### src/rtl/decoder_scan_ctrl.sv
// rtl/decoder_scan_ctrl.sv - channel scan controller driving a 3-to-8 decoder
//
// Purpose: steps a 3-bit channel code through the set bits of a captured
// channel mask. Each channel is held for dwell+1 cycles. A scan runs once
// (mode=0) or repeats until stopped (mode=1).
//
// Ports:
//   clk        rising-edge clock
//   rst_n      asynchronous active-low reset
//   start      begin a scan when idle
//   stop       abort the scan in progress
//   mode       0 = single sweep, 1 = continuous
//   mask[7:0]  channel enable mask, bit i enables channel i
//   dwell      cycles to hold each channel, minus one
//   sel[2:0]   channel code to decoder (sel[2]=A, sel[1]=B, sel[0]=C)
//   active     sel is valid, decoder output to be honoured
//   ch_strobe  one-cycle pulse on the first cycle of each channel
//   done       one-cycle pulse at the normal end of a single sweep
//   err        one-cycle pulse when start is accepted with an empty mask

module decoder_scan_ctrl #(
  parameter int DWELL_W = 8
) (
  input  logic               clk,
  input  logic               rst_n,
  input  logic               start,
  input  logic               stop,
  input  logic               mode,
  input  logic [7:0]         mask,
  input  logic [DWELL_W-1:0] dwell,
  output logic [2:0]         sel,
  output logic               active,
  output logic               ch_strobe,
  output logic               done,
  output logic               err
);

  localparam logic [0:0] IDLE = 1'b0;
  localparam logic [0:0] SCAN = 1'b1;

  logic [0:0]         state_q,     state_d;
  logic [7:0]         mask_q,      mask_d;
  logic [DWELL_W-1:0] dwell_q,     dwell_d;
  logic               mode_q,      mode_d;
  logic [DWELL_W-1:0] cnt_q,       cnt_d;
  logic [2:0]         sel_q,       sel_d;
  logic               active_q,    active_d;
  logic               ch_strobe_q, ch_strobe_d;
  logic               done_q,      done_d;
  logic               err_q,       err_d;

  // Lowest set bit of a mask; 0 when the mask is empty.
  function automatic logic [2:0] lowest_bit(input logic [7:0] m);
    logic [2:0] r;
    r = 3'd0;
    for (int i = 7; i >= 0; i--) begin
      if (m[i]) r = 3'(i);
    end
    return r;
  endfunction

  // Next set bit strictly above the current channel in the captured mask.
  logic       nxt_found;
  logic [2:0] nxt_idx;

  always_comb begin
    nxt_found = 1'b0;
    nxt_idx   = 3'd0;
    for (int i = 7; i >= 0; i--) begin
      if (mask_q[i] && (i > int'(sel_q))) begin
        nxt_found = 1'b1;
        nxt_idx   = 3'(i);
      end
    end
  end

  always_comb begin
    state_d     = state_q;
    mask_d      = mask_q;
    dwell_d     = dwell_q;
    mode_d      = mode_q;
    cnt_d       = cnt_q;
    sel_d       = sel_q;
    active_d    = active_q;
    ch_strobe_d = 1'b0;
    done_d      = 1'b0;
    err_d       = 1'b0;

    case (state_q)
      IDLE: begin
        // start together with stop is treated as no request at all.
        if (start && !stop) begin
          if (mask != 8'd0) begin
            state_d     = SCAN;
            mask_d      = mask;
            dwell_d     = dwell;
            mode_d      = mode;
            cnt_d       = dwell;
            sel_d       = lowest_bit(mask);
            active_d    = 1'b1;
            ch_strobe_d = 1'b1;
          end else begin
            err_d = 1'b1;
          end
        end
      end
      SCAN: begin
        if (stop) begin
          state_d  = IDLE;
          sel_d    = 3'd0;
          active_d = 1'b0;
        end else if (cnt_q != '0) begin
          cnt_d = cnt_q - DWELL_W'(1);
        end else if (nxt_found) begin
          sel_d       = nxt_idx;
          cnt_d       = dwell_q;
          ch_strobe_d = 1'b1;
        end else if (mode_q) begin
          // Wrap with no gap; a single-bit mask reselects the same channel.
          sel_d       = lowest_bit(mask_q);
          cnt_d       = dwell_q;
          ch_strobe_d = 1'b1;
        end else begin
          state_d  = IDLE;
          sel_d    = 3'd0;
          active_d = 1'b0;
          done_d   = 1'b1;
        end
      end
      default: begin
        state_d  = IDLE;
        sel_d    = 3'd0;
        active_d = 1'b0;
      end
    endcase
  end

  always_ff @(posedge clk or negedge rst_n) begin
    if (!rst_n) begin
      state_q     <= IDLE;
      mask_q      <= 8'd0;
      dwell_q     <= '0;
      mode_q      <= 1'b0;
      cnt_q       <= '0;
      sel_q       <= 3'd0;
      active_q    <= 1'b0;
      ch_strobe_q <= 1'b0;
      done_q      <= 1'b0;
      err_q       <= 1'b0;
    end else begin
      state_q     <= state_d;
      mask_q      <= mask_d;
      dwell_q     <= dwell_d;
      mode_q      <= mode_d;
      cnt_q       <= cnt_d;
      sel_q       <= sel_d;
      active_q    <= active_d;
      ch_strobe_q <= ch_strobe_d;
      done_q      <= done_d;
      err_q       <= err_d;
    end
  end

  assign sel       = sel_q;
  assign active    = active_q;
  assign ch_strobe = ch_strobe_q;
  assign done      = done_q;
  assign err       = err_q;

endmodule

### config.mk
export PLATFORM = sky130hd
export DESIGN_NAME = decoder_scan_ctrl
export DESIGN_NICKNAME = d
export VERILOG_FILES = /design/src/rtl/decoder_scan_ctrl.sv
export SDC_FILE = /design/constraint.sdc
export NUM_CORES = 1
export LEC_CHECK = 0
export CAP_MARGIN = 20
export CORE_ASPECT_RATIO = 1.25
export CORE_MARGIN = 3
export CORE_UTILIZATION = 50
export CTS_CLUSTER_SIZE = 12
export DETAILED_ROUTE_END_ITERATION = 10
export HOLD_SLACK_MARGIN = 0.05
export PLACE_DENSITY = 0.74
export SYNTH_ARGS = -nofsm -noshare
export SYNTH_HDL_FRONTEND = slang
export SYNTH_SLANG_ARGS = --single-unit
### constraint.sdc
create_clock -name clk -period 2.9 [get_ports clk]
set_input_delay 0.725 -clock clk [delete_from_list [all_inputs] [get_ports clk]]
set_output_delay 0.725 -clock clk [all_outputs]
set_load 0.1 [all_outputs]
==> results.yml <==
synthesis:
  ys_types: 50
  netlist_instances: 222
  synth-seq-area-share_pct: 42.5
  synthesis.nets: 245
  synth-edff-count: 0
  synth_largest_area_cell: "dfrtp_1"
  yosys-top-cells-count: "nand2_1 (58), dfrtp_1 (33), nor2_1 (14)"
  yosys-top-cells-area: "dfrtp_1 (43%), nand2_1 (11%), mux2_4 (4.6%)"
  synth_ff_type: "dfrtp_1"
  syn_area_per_cell_um2: 8.75
  synth_top_area_share_pct: 42.5
  syn_area_um2: 1940
  synth_warnings: 0
  synth_seq_cells: 33
  async_flop_share_pct: 100
  yosysMostFrequentCell: "nand2_1"
cells_and_area:
  stdcell_count: 294
  num-nets-final: 277
  drive_above_1_share_pct: 14.5
  antennaDiodeCount: 0
  syn2layout_area_growth_pct: 21.1
setup_path:
  worstPathCellList: "or4_4 > or3_1 > nor4_4 > o21ai_4 > mux2_4"
  critPathKind: "register to register"
  required_ps: 3080
  endpoint_kind: "register"
  cp_top_family: "simple AND/OR/NAND/NOR gates"
  setup.worst_path.start_class: "register"
  path_buf_inv: 0
  critPathMaxFanout: 8
  reg2reg_slack_ps: 510
  crit_slowest_cell: "or4_4"
  max_stage_delay_ps: 570
  worstPathArrival_ps: 2570
die:
  initial_core_util_pct: 53.9
  dieArea_um2: 4670
  core_area_um2: 3600
  io_pins: 28
  die_h_um: 75.7
  std_cell_rows: 24
  dieWidth_um: 61.7
clock_tree:
  cts_resized: 0
  cts_setup_buffers: 0
  cts_root_buffer: "clkbuf_8"
  cts_tree: "done"
  htree_levels: 2
  cts_buffers: 5
  clk_latency_ps: 290
  cts_hold_buf: 0
  clk_pin_slew_ps: 70
  cts_buffer_depth: 2
  cts_sinks: 33
placed_design:
  io_buffers: 27
  gp_congestion: 0.860
  dp_hpwl_um: 3220
  dpl.cell_count: 286
sta:
  maxSlewViolCount: 0
  max_slew_margin_pct: 56.1
  period_minus_slack_ps: 2390
  report.final.hold_viol_count: 0
  period_share_pct: 82.4
  setup_viol: 0
  finalClockSkew_ps: 4.48
  fmax_ghz: 0.418
  tns_ps: 0
  worst_pin_slew_ps: 659
  rsz0062_at_grt: "no"
global_route:
  antenna_found_initial: 0
  grt_pass1_wl_um: 7310
  first_global_vias: 1577
  grt.total_usage_pct: 21.3
  grt_overflow_total: 0
  grt_max_degree: 34
drt:
  drtPass1Iterations: 4
  ant_nets: 0
  routed_via_density: 5.68
  via_count: 1670
  drt_iter0_drc: 107
  routed_wirelength_um: 4310
  routedWlPerCell_um: 14.7
  drc: 0
job:
  maxCapViolCount: 0
pwr:
  p_leak_nw: 1.06
  power.total_w: 0.00177
  powerDensity_nw_per_um2: 751
  peakVddDrop_mv: 0.446
outcome:
  outcome: "complete, no violations"
worst_hold_path:
  min_path_type: "register to register"
final cells by class:
cell class	count	area (um2)
Clock buffer	7	96.3
Clock inverter	1	5.00
Fill cell	326	1250
Inverter	7	26.3
Multi-Input combinational cell	174	1050
Sequential cell	33	826
Tap cell	39	48.8
Timing Repair Buffer	33	298
worst min-delay path, cell delays in order, from the launching register on:
cell	delay [ps]
dfrtp_1	340
nand2_1	50
nand2_1	60
power breakdown:
group	switching, W	internal, W	total (W)
clock network	0.000167	0.000214	0.000381
logic	0.000380	0.000284	0.000664
registers	0.000149	0.000572	0.000721
total	0.000695	0.00107	0.00177
per-stage QoR:
stage	setup WS [ps]	instance area (um2)	hold slack, ps	utilization, %
after floorplan	349	1940	429	-
final	509	2350	479	65.2
after global placement	274	2250	459	62.4
after global routing	401	2350	493	65.2
after CTS	505	2350	481	65.2
after detailed placement	244	2250	464	62.4
flip-flops by register name, indices dropped and copies added (netlist names), 3 cells and up:
signal,cells
dwell_q,8
sel,3
mask_q,8
cnt_q,8
layout by cell type, fill, tap and decap left out, types with 3 or more instances in the layout:
cell type        count
clkbuf_8             7
a21oi_1              9
dfrtp_1             33
nor4_1               3
nor2b_1              6
mux2_4               6
nand3_1              3
nand2_1             58
buf_4               13
inv_1                6
mux2_1               3
nor3_1               5
clkdlybuf4s50_1     20
o21ai_0              7
o21ai_1             11
o31ai_1              7
nor2_1              14
metal layers:
metal,global-route usage [%],vias to the layer above,wire [um]
met5,0,-,0
met4,8.02,0,63
met3,5.42,5,154
met2,35.2,31,2210
met1,26.4,791,1880
li1,-,843,-
cell families (layout without fill, tap and decap cells):
group                    Yosys count  count (layout)  share of synthesized area, %
AND/OR/NAND/NOR                  103             103                          25.1
XOR/XNOR                           3               3                          1.35
adder cells (fa/ha/maj)            2               2                          1.29
multiplexers                      13              13                          8.57
AO/OA/AOI/OAI                     53              53                          17.8
flip-flops                        33              33                          42.5
buffers and inverters             15              48                          3.35
final timing paths:
check / startpoint / to / cells after the start
max in group asynchronous: rst_n / mask_q[5]$_DFFE_PN0P_ / 2
max reg2reg: cnt_q[2]$_DFFE_PN0P_ / cnt_q[7]$_DFFE_PN0P_ / 5
min reg2reg: dwell_q[4]$_DFFE_PN0P_ / dwell_q[4]$_DFFE_PN0P_ / 2
min in group asynchronous: rst_n / dwell_q[1]$_DFFE_PN0P_ / 2
max: cnt_q[2]$_DFFE_PN0P_ / cnt_q[7]$_DFFE_PN0P_ / 5
min: dwell_q[4]$_DFFE_PN0P_ / dwell_q[4]$_DFFE_PN0P_ / 2
No activity file was read; power rests on OpenSTA's default activity.
